===== config.mk =====
export PLATFORM = sky130hd
export DESIGN_NAME = float_mult_pipe
export DESIGN_NICKNAME = d
export VERILOG_FILES = /design/src/rtl/float_mult_pipe.sv
export SDC_FILE = /design/constraint.sdc
export NUM_CORES = 2
export LEC_CHECK = 0
export CAP_MARGIN = 5
export CORE_MARGIN = 1
export CORE_UTILIZATION = 35
export DETAILED_ROUTE_END_ITERATION = 12
export SYNTH_ARGS = -nofsm -noshare
export SYNTH_HDL_FRONTEND = slang
export SYNTH_SLANG_ARGS = --single-unit

===== constraint.sdc =====
create_clock -name clk -period 20.8 [get_ports clk]
set_input_delay 2.08 -clock clk [delete_from_list [all_inputs] [get_ports clk]]
set_output_delay 2.08 -clock clk [all_outputs]
set_load 0.01 [all_outputs]

===== src/rtl/float_mult_pipe.sv =====
// Three-stage pipelined floating-point multiplier with
// round-to-nearest-even, flush-to-zero and special-value handling.
module float_mult_pipe #(
  parameter int EXP_W = 8,
  parameter int MAN_W = 23
) (
  input  logic                   clk,
  input  logic                   rst,
  input  logic                   in_valid,
  output logic                   in_ready,
  input  logic [EXP_W+MAN_W:0]   a,
  input  logic [EXP_W+MAN_W:0]   b,
  output logic                   out_valid,
  input  logic                   out_ready,
  output logic [EXP_W+MAN_W:0]   result,
  output logic                   overflow,
  output logic                   underflow,
  output logic                   invalid
);

  localparam int M    = MAN_W + 1;
  localparam int P    = 2 * M;
  localparam int EW2  = EXP_W + 2;
  localparam int BIAS = (1 << (EXP_W - 1)) - 1;
  localparam int EMAX = (1 << EXP_W) - 1;
  localparam logic signed [EW2-1:0] EMAX_S = EW2'(EMAX);
  localparam logic signed [EW2-1:0] ZERO_S = '0;

  logic en;
  assign en       = !out_valid || out_ready;
  assign in_ready = en;

  logic             sa, sb;
  logic [EXP_W-1:0] ea, eb;
  logic [MAN_W-1:0] fa, fb;
  assign {sa, ea, fa} = a;
  assign {sb, eb, fb} = b;

  logic za, zb, ia, ib, na, nb;
  logic c_nan, c_inf, c_zero;
  logic signed [EW2-1:0] esum;

  // Classify operands and form the biased exponent sum.
  always_comb begin
    za     = (ea == '0);
    zb     = (eb == '0);
    ia     = (&ea) && (fa == '0);
    ib     = (&eb) && (fb == '0);
    na     = (&ea) && (fa != '0);
    nb     = (&eb) && (fb != '0);
    c_nan  = na || nb || (ia && zb) || (ib && za);
    c_inf  = ia || ib;
    c_zero = za || zb;
    esum   = EW2'(ea) + EW2'(eb) - EW2'(BIAS);
  end

  logic                  v1, s1, nan1, inf1, zero1;
  logic signed [EW2-1:0] e1;
  logic [M-1:0]          ma1, mb1;

  // Stage 1: unpacked operands.
  always_ff @(posedge clk or posedge rst) begin
    if (rst) begin
      v1    <= 1'b0;
      s1    <= 1'b0;
      nan1  <= 1'b0;
      inf1  <= 1'b0;
      zero1 <= 1'b0;
      e1    <= '0;
      ma1   <= '0;
      mb1   <= '0;
    end else if (en) begin
      v1    <= in_valid;
      s1    <= sa ^ sb;
      nan1  <= c_nan;
      inf1  <= c_inf;
      zero1 <= c_zero;
      e1    <= esum;
      ma1   <= {1'b1, fa};
      mb1   <= {1'b1, fb};
    end
  end

  logic                  v2, s2, nan2, inf2, zero2;
  logic signed [EW2-1:0] e2;
  logic [P-1:0]          p2;

  // Stage 2: full-width mantissa product.
  always_ff @(posedge clk or posedge rst) begin
    if (rst) begin
      v2    <= 1'b0;
      s2    <= 1'b0;
      nan2  <= 1'b0;
      inf2  <= 1'b0;
      zero2 <= 1'b0;
      e2    <= '0;
      p2    <= '0;
    end else if (en) begin
      v2    <= v1;
      s2    <= s1;
      nan2  <= nan1;
      inf2  <= inf1;
      zero2 <= zero1;
      e2    <= e1;
      p2    <= P'(ma1) * P'(mb1);
    end
  end

  logic                  msb, guard, sticky, rnd, carry;
  logic [MAN_W-1:0]      frac, frac_r;
  logic signed [EW2-1:0] efin;
  logic [EXP_W+MAN_W:0]  res_n;
  logic                  ovf_n, unf_n, inv_n;

  // Normalise, round to nearest even, then apply special cases.
  always_comb begin
    msb    = p2[P-1];
    frac   = msb ? p2[P-2 -: MAN_W] : p2[P-3 -: MAN_W];
    guard  = msb ? p2[M-1] : p2[M-2];
    sticky = msb ? |p2[M-2:0] : |p2[M-3:0];
    rnd    = guard && (sticky || frac[0]);
    {carry, frac_r} = {1'b0, frac} + {{MAN_W{1'b0}}, rnd};
    efin   = e2 + EW2'(msb) + EW2'(carry);
    res_n  = {s2, efin[EXP_W-1:0], frac_r};
    ovf_n  = 1'b0;
    unf_n  = 1'b0;
    inv_n  = 1'b0;
    if (nan2) begin
      res_n = {1'b0, {EXP_W{1'b1}}, 1'b1, {(MAN_W-1){1'b0}}};
      inv_n = 1'b1;
    end else if (inf2) begin
      res_n = {s2, {EXP_W{1'b1}}, {MAN_W{1'b0}}};
    end else if (zero2) begin
      res_n = {s2, {(EXP_W+MAN_W){1'b0}}};
    end else if (efin >= EMAX_S) begin
      res_n = {s2, {EXP_W{1'b1}}, {MAN_W{1'b0}}};
      ovf_n = 1'b1;
    end else if (efin <= ZERO_S) begin
      res_n = {s2, {(EXP_W+MAN_W){1'b0}}};
      unf_n = 1'b1;
    end
  end

  // Stage 3: output register, held while downstream stalls.
  always_ff @(posedge clk or posedge rst) begin
    if (rst) begin
      out_valid <= 1'b0;
      result    <= '0;
      overflow  <= 1'b0;
      underflow <= 1'b0;
      invalid   <= 1'b0;
    end else if (en) begin
      out_valid <= v2;
      if (v2) begin
        result    <= res_n;
        overflow  <= ovf_n;
        underflow <= unf_n;
        invalid   <= inv_n;
      end
    end
  end

endmodule


Word-level counts from Yosys, hierarchy flattened. Cells that the tools add are included.

Add/subtract/negate cells: 5. Muxes and demuxes: 18. Order comparisons: 2. $mul: 1. Reduce and logical (&&, ||, !) cells: 26. Bitwise logic cells: 1.

Operators by type and width (number): 2-to-1 mux 31 bit (4); multiplier 24 x 24 -> 48 bit (1); logical NOT 23 bit (2); nonzero test 23 bit (2); 2-to-1 mux 32 bit (1); adder 23 x 1 -> 24 bit (1); 2-to-1 mux 23 bit (1); OR reduction 23 bit (1); OR reduction 22 bit (1); adder 10 x 1 -> 10 bit (2); logical NOT 8 bit (2); AND reduction 8 bit (2); 2-to-1 mux 1 bit (12); greater-or-equal comparator 10 x 9 -> 1 bit (second input constant) (1); <= comparator 10 x 1 -> 1 bit (second input constant) (1); subtractor 9 x 7 -> 10 bit (second input constant) (1); adder 8 x 8 -> 9 bit (1); logical AND 1 bit (7); logical OR 1 bit (7); AND reduction 2 bit (1); logical NOT 1 bit (1); bitwise XOR 1 bit (1).

Output and inout port bits: 37. Logic and storage cells: 73. Register bits after elaboration: 162.

Logic depth before layout (Yosys ltp).
Word-level depth: 12. Mapped depth: 27.

Worst setup path before layout. OpenSTA, ideal clock, no wires.

Kind: register to register. Start point: register ma1[10]. End point: register p2[40]. Setup slack: 14290 ps. Period minus slack after synthesis: 6510 ps. Required time: 20663 ps. Cell stages (with the launch flop): 26. Setup time: 137 ps. Data arrival time: 6373 ps. Cell sequence: dfrtp_1 -> clkbuf_1 -> nand2_1 -> fa_1 -> fa_1 -> inv_1 -> fa_1 -> inv_1 -> fa_1 -> inv_1 -> fa_1 -> fa_1 -> inv_1 -> fa_1 -> inv_1 -> ha_1 -> clkbuf_1 -> a211oi_1 -> o211ai_1 -> a21oi_1 -> nand3_1 -> o211ai_1 -> nand3_1 -> o31ai_1 -> xor2_1 -> a21oi_1.

Longest elaborated chain between the ends: 1.

RTL lines: from (decl) (RTL line 59) `logic [M-1:0] ma1, mb1;`; from (signal assigned) (RTL line 79) `ma1 <= {1'b1, fa};`; multiplier 24 x 24 -> 48 bit (RTL line 105) `p2 <= P'(ma1) * P'(mb1);`; to (signal assigned) (RTL line 105); to (decl) (RTL line 86) `logic [P-1:0] p2;`.

No other way between the ends. A chain may end at the register's enable or synchronous reset.

Worst setup path in the final report.
Start point: register ma1[15]. End point: register p2[40].

The elaborated chain is that of the path after synthesis.

==> impl_metrics.py <==
metrics = {
    "critical_path": {
        "path_max_fanout": 25,
        "r2r_setup_slack_ns": 13.17,
        "crit_start": "ma1[15]",
        "cp_data_required_time_ns": 21.13,
        "crit_type": "reg2reg",
        "arrival_ns": 7.97,
        "worstSetupEndpointType": "flop",
        "reg2reg_from": "ma1[15]",
        "cp-start-kind": "flop",
    },
    "global_route": {
        "grt_pass1_vias": 20737,
        "grt_pass1_wl_um": 114000,
        "grt_overflow_total": 0,
        "grt_max_degree": 80,
        "antenna_found_initial": 1,
        "grtUsageTotal_pct": 18.7,
    },
    "logic_synthesis": {
        "ys_types": 73,
        "synth-simple-area-share_pct": 19.1,
        "synth-async-reset-ratio_pct": 100,
        "synthAdderAreaFrac_pct": 45.1,
        "synth_compound_area_share_pct": 7.12,
        "synth_area_um2": 26800,
        "ys_ff_latch": 161,
        "synth_flop_cell": "dfrtp_1",
        "yosysSeqAreaShare_pct": 15.0,
        "synth-edff-count": 0,
        "synth_nets": 3783,
        "synth_top_family_by_area": "adder cells",
        "synth_area_per_cell_um2": 8.82,
        "synthCells": 3040,
        "muxShareOfSynthArea_pct": 1.01,
        "yosysWarningCount": 0,
        "synthXorXnorAreaFrac_pct": 2.25,
    },
    "floorplan": {
        "rows": 101,
        "io_pins": 105,
        "die_area_um2": 77700,
        "coreArea_um2": 75800,
        "die_y_um": 279,
        "dieWidth_um": 279,
        "start_util_pct": 35.4,
    },
    "clock_network": {
        "clock_latency_ns": 0.50,
        "cts_resized": 0,
        "cts_buffer_depth": 2,
        "cts_max_level": 4,
        "path_clk_slew_ns": 0.08,
        "cts_setup_buffers": 0,
        "cts_made_buffers": 17,
        "cts.hold.buffers_added": 0,
        "cts_tree": "yes",
        "cts_sinks": 161,
        "clock-root-buffer": "clkbuf_16",
    },
    "timing": {
        "finalCriticalPeriod_ns": 7.63,
        "hold_viol": 0,
        "hold_ws_ns": 0.471,
        "post-route-period-util_pct": 36.7,
        "skew_ns": 0.0240,
        "maxSlewViolCount": 0,
        "slew-limit-headroom_pct": 24.8,
        "worst_pin_slew_ns": 1.12,
        "setup-tns-final_ns": 0,
        "setup_viol": 0,
        "grt_setup_unrepaired": "no",
        "max_freq_mhz": 131,
    },
    "finish": {
        "syn2layout_area_growth_pct": 9.22,
        "fillCellCount": 7671,
        "drive_gt1_share_pct": 3.15,
        "regArea_um2": 4030,
        "nets": 3775,
        "multi_input_area_um2": 20000,
        "finish.utilization_pct": 38.6,
        "antenna_cells": 0,
        "final_cells": 4022,
    },
    "flow_run": {
        "maxCapViolations": 0,
    },
    "routing": {
        "final_antenna_net_count": 0,
        "vias": 19917,
        "met2_wirelength_um": 33300,
        "met1_length_um": 31300,
        "top_layer_used": "met4",
        "finalWirelength_um": 69300,
        "dr.pass1.iters": 5,
        "drt_iter0_markers": 1272,
        "drc": 0,
        "wire_per_inst_um": 17.2,
        "wl_met3_um": 3130,
        "avgViaCountPerCell": 4.95,
    },
    "place": {
        "place_inst": 3991,
        "port_buffers": 104,
        "gp_congestion": 0.886,
        "dp_hpwl_um": 54200,
    },
    "worst_hold_path": {
        "hold_path_class": "reg2reg",
        "min_from": "e1[2]",
    },
    "status": {
        "status": "complete, no violations",
    },
}
[cell usage after synthesis, types with 9 or more instances]
cell      instances  share of area, %
inv_1           577               8.1
xnor2_1          42               1.4
a22o_1           17              0.56
a21oi_1         100               1.9
ha_1            191               8.9
nand2b_1         11              0.26
nor4_1           21              0.49
a31oi_1          13              0.30
nand4_1          17              0.40
nor3_1            9              0.17
dfrtp_1         161                15
clkbuf_1        146               2.0
mux2i_1          12              0.45
xor2_1           25              0.82
fa_1            484                36
o21ai_0          56               1.0
mux2_2           11              0.46
nor2_1           84               1.2
nand2_1         579               8.1
and2_1          286               6.7
nand3_1          29              0.54
o21bai_1         12              0.34
a21o_1           34              0.95
[per-layer routing]
metal	vias up	track usage, %
met4	0	5.23
met5	-	0
met1	10182	25.6
met3	76	2.62
li1	9215	-
met2	444	30.8
[through the flow]
step,worst slack (ns),cell area (um2)
2_1_floorplan,14.29,26800
3_3_place_gp,13.28,28700
3_5_place_dp,13.30,28700
4_1_cts,13.25,29300
5_1_grt,12.71,29300
6_report,13.17,29300
[final timing paths]
check / end / cells past startpoint
max in group asynchronous: p2[47] / 3
min: e1[2] / 2
max reg2reg: p2[40] / 23
max: p2[40] / 23
min reg2reg: e1[2] / 2
min in group asynchronous: p2[9] / 2
[cell usage in the layout, fill, tap and decap left out, types with 4 or more instances in the layout]
cell             count
nand2_1            579
inv_1              576
and3_1               8
nor2_1              84
a32o_1               6
nand2b_1            11
nand4_1             17
mux2_2              11
nand3_1             29
xnor2_1             42
nor4_1              19
o31ai_1              5
mux2i_1             12
a311oi_1             5
a21o_1              34
nor3_1               9
fa_1               484
a211o_1              4
buf_4               29
a211oi_1             8
o211ai_1             7
and2_1             286
a21oi_1            100
a31oi_1             13
a221oi_1             5
a22o_1              17
or3_1                4
xor2_1              25
nor2b_1              6
o21ai_0             56
dfrtp_1            160
o21bai_1            12
clkbuf_16           17
clkdlybuf4s50_1    104
inv_6                5
and4_1               4
ha_1               191
[logic make-up (layout without fill, tap and decap cells)]
kind of cell               count (synthesis)  in the layout
muxes                                     25             25
DFF                                      161            161
AOI/OAI and AO/OA                        295            295
buffers and inverters                    738            742
and+or+nand+nor                         1078           1078
xor gates and xnor gates                  68             68
adders and majority gates                675            675
[flip-flops by register name (all words and copies together) (netlist names), 10 cells and up]
signal  count
p2         48
ma1        24
mb1        23
e2         10
result     32
e1         10
[worst max-delay path, stage by stage, from the launching register on]
cell	delay, ns
dfrtp_1	1.05
nand2_1	0.19
fa_1	0.58
inv_1	0.05
fa_1	0.47
inv_1	0.05
fa_1	0.45
fa_1	0.54
inv_1	0.06
fa_1	0.48
fa_1	0.51
inv_1	0.06
fa_1	0.49
inv_1	0.04
ha_1	0.38
a211oi_1	0.35
o211ai_1	0.15
a21oi_1	0.30
nand3_1	0.14
o211ai_1	0.34
nand3_1	0.23
o31ai_1	0.29
xor2_1	0.18
a21oi_1	0.08
[final cells by class]
type / instances / share of cell area, %
Clock inverter: 13 / 0.564
Multi-Input combinational cell: 2141 / 68.3
Sequential cell: 161 / 13.8
Inverter: 578 / 7.43
Timing Repair Buffer: 133 / 4.30
Tap cell: 978 / 4.18
Clock buffer: 18 / 1.47
Power is not shown: default switching activity piles up to over one toggle a cycle in this logic, so the estimate is an artifact.
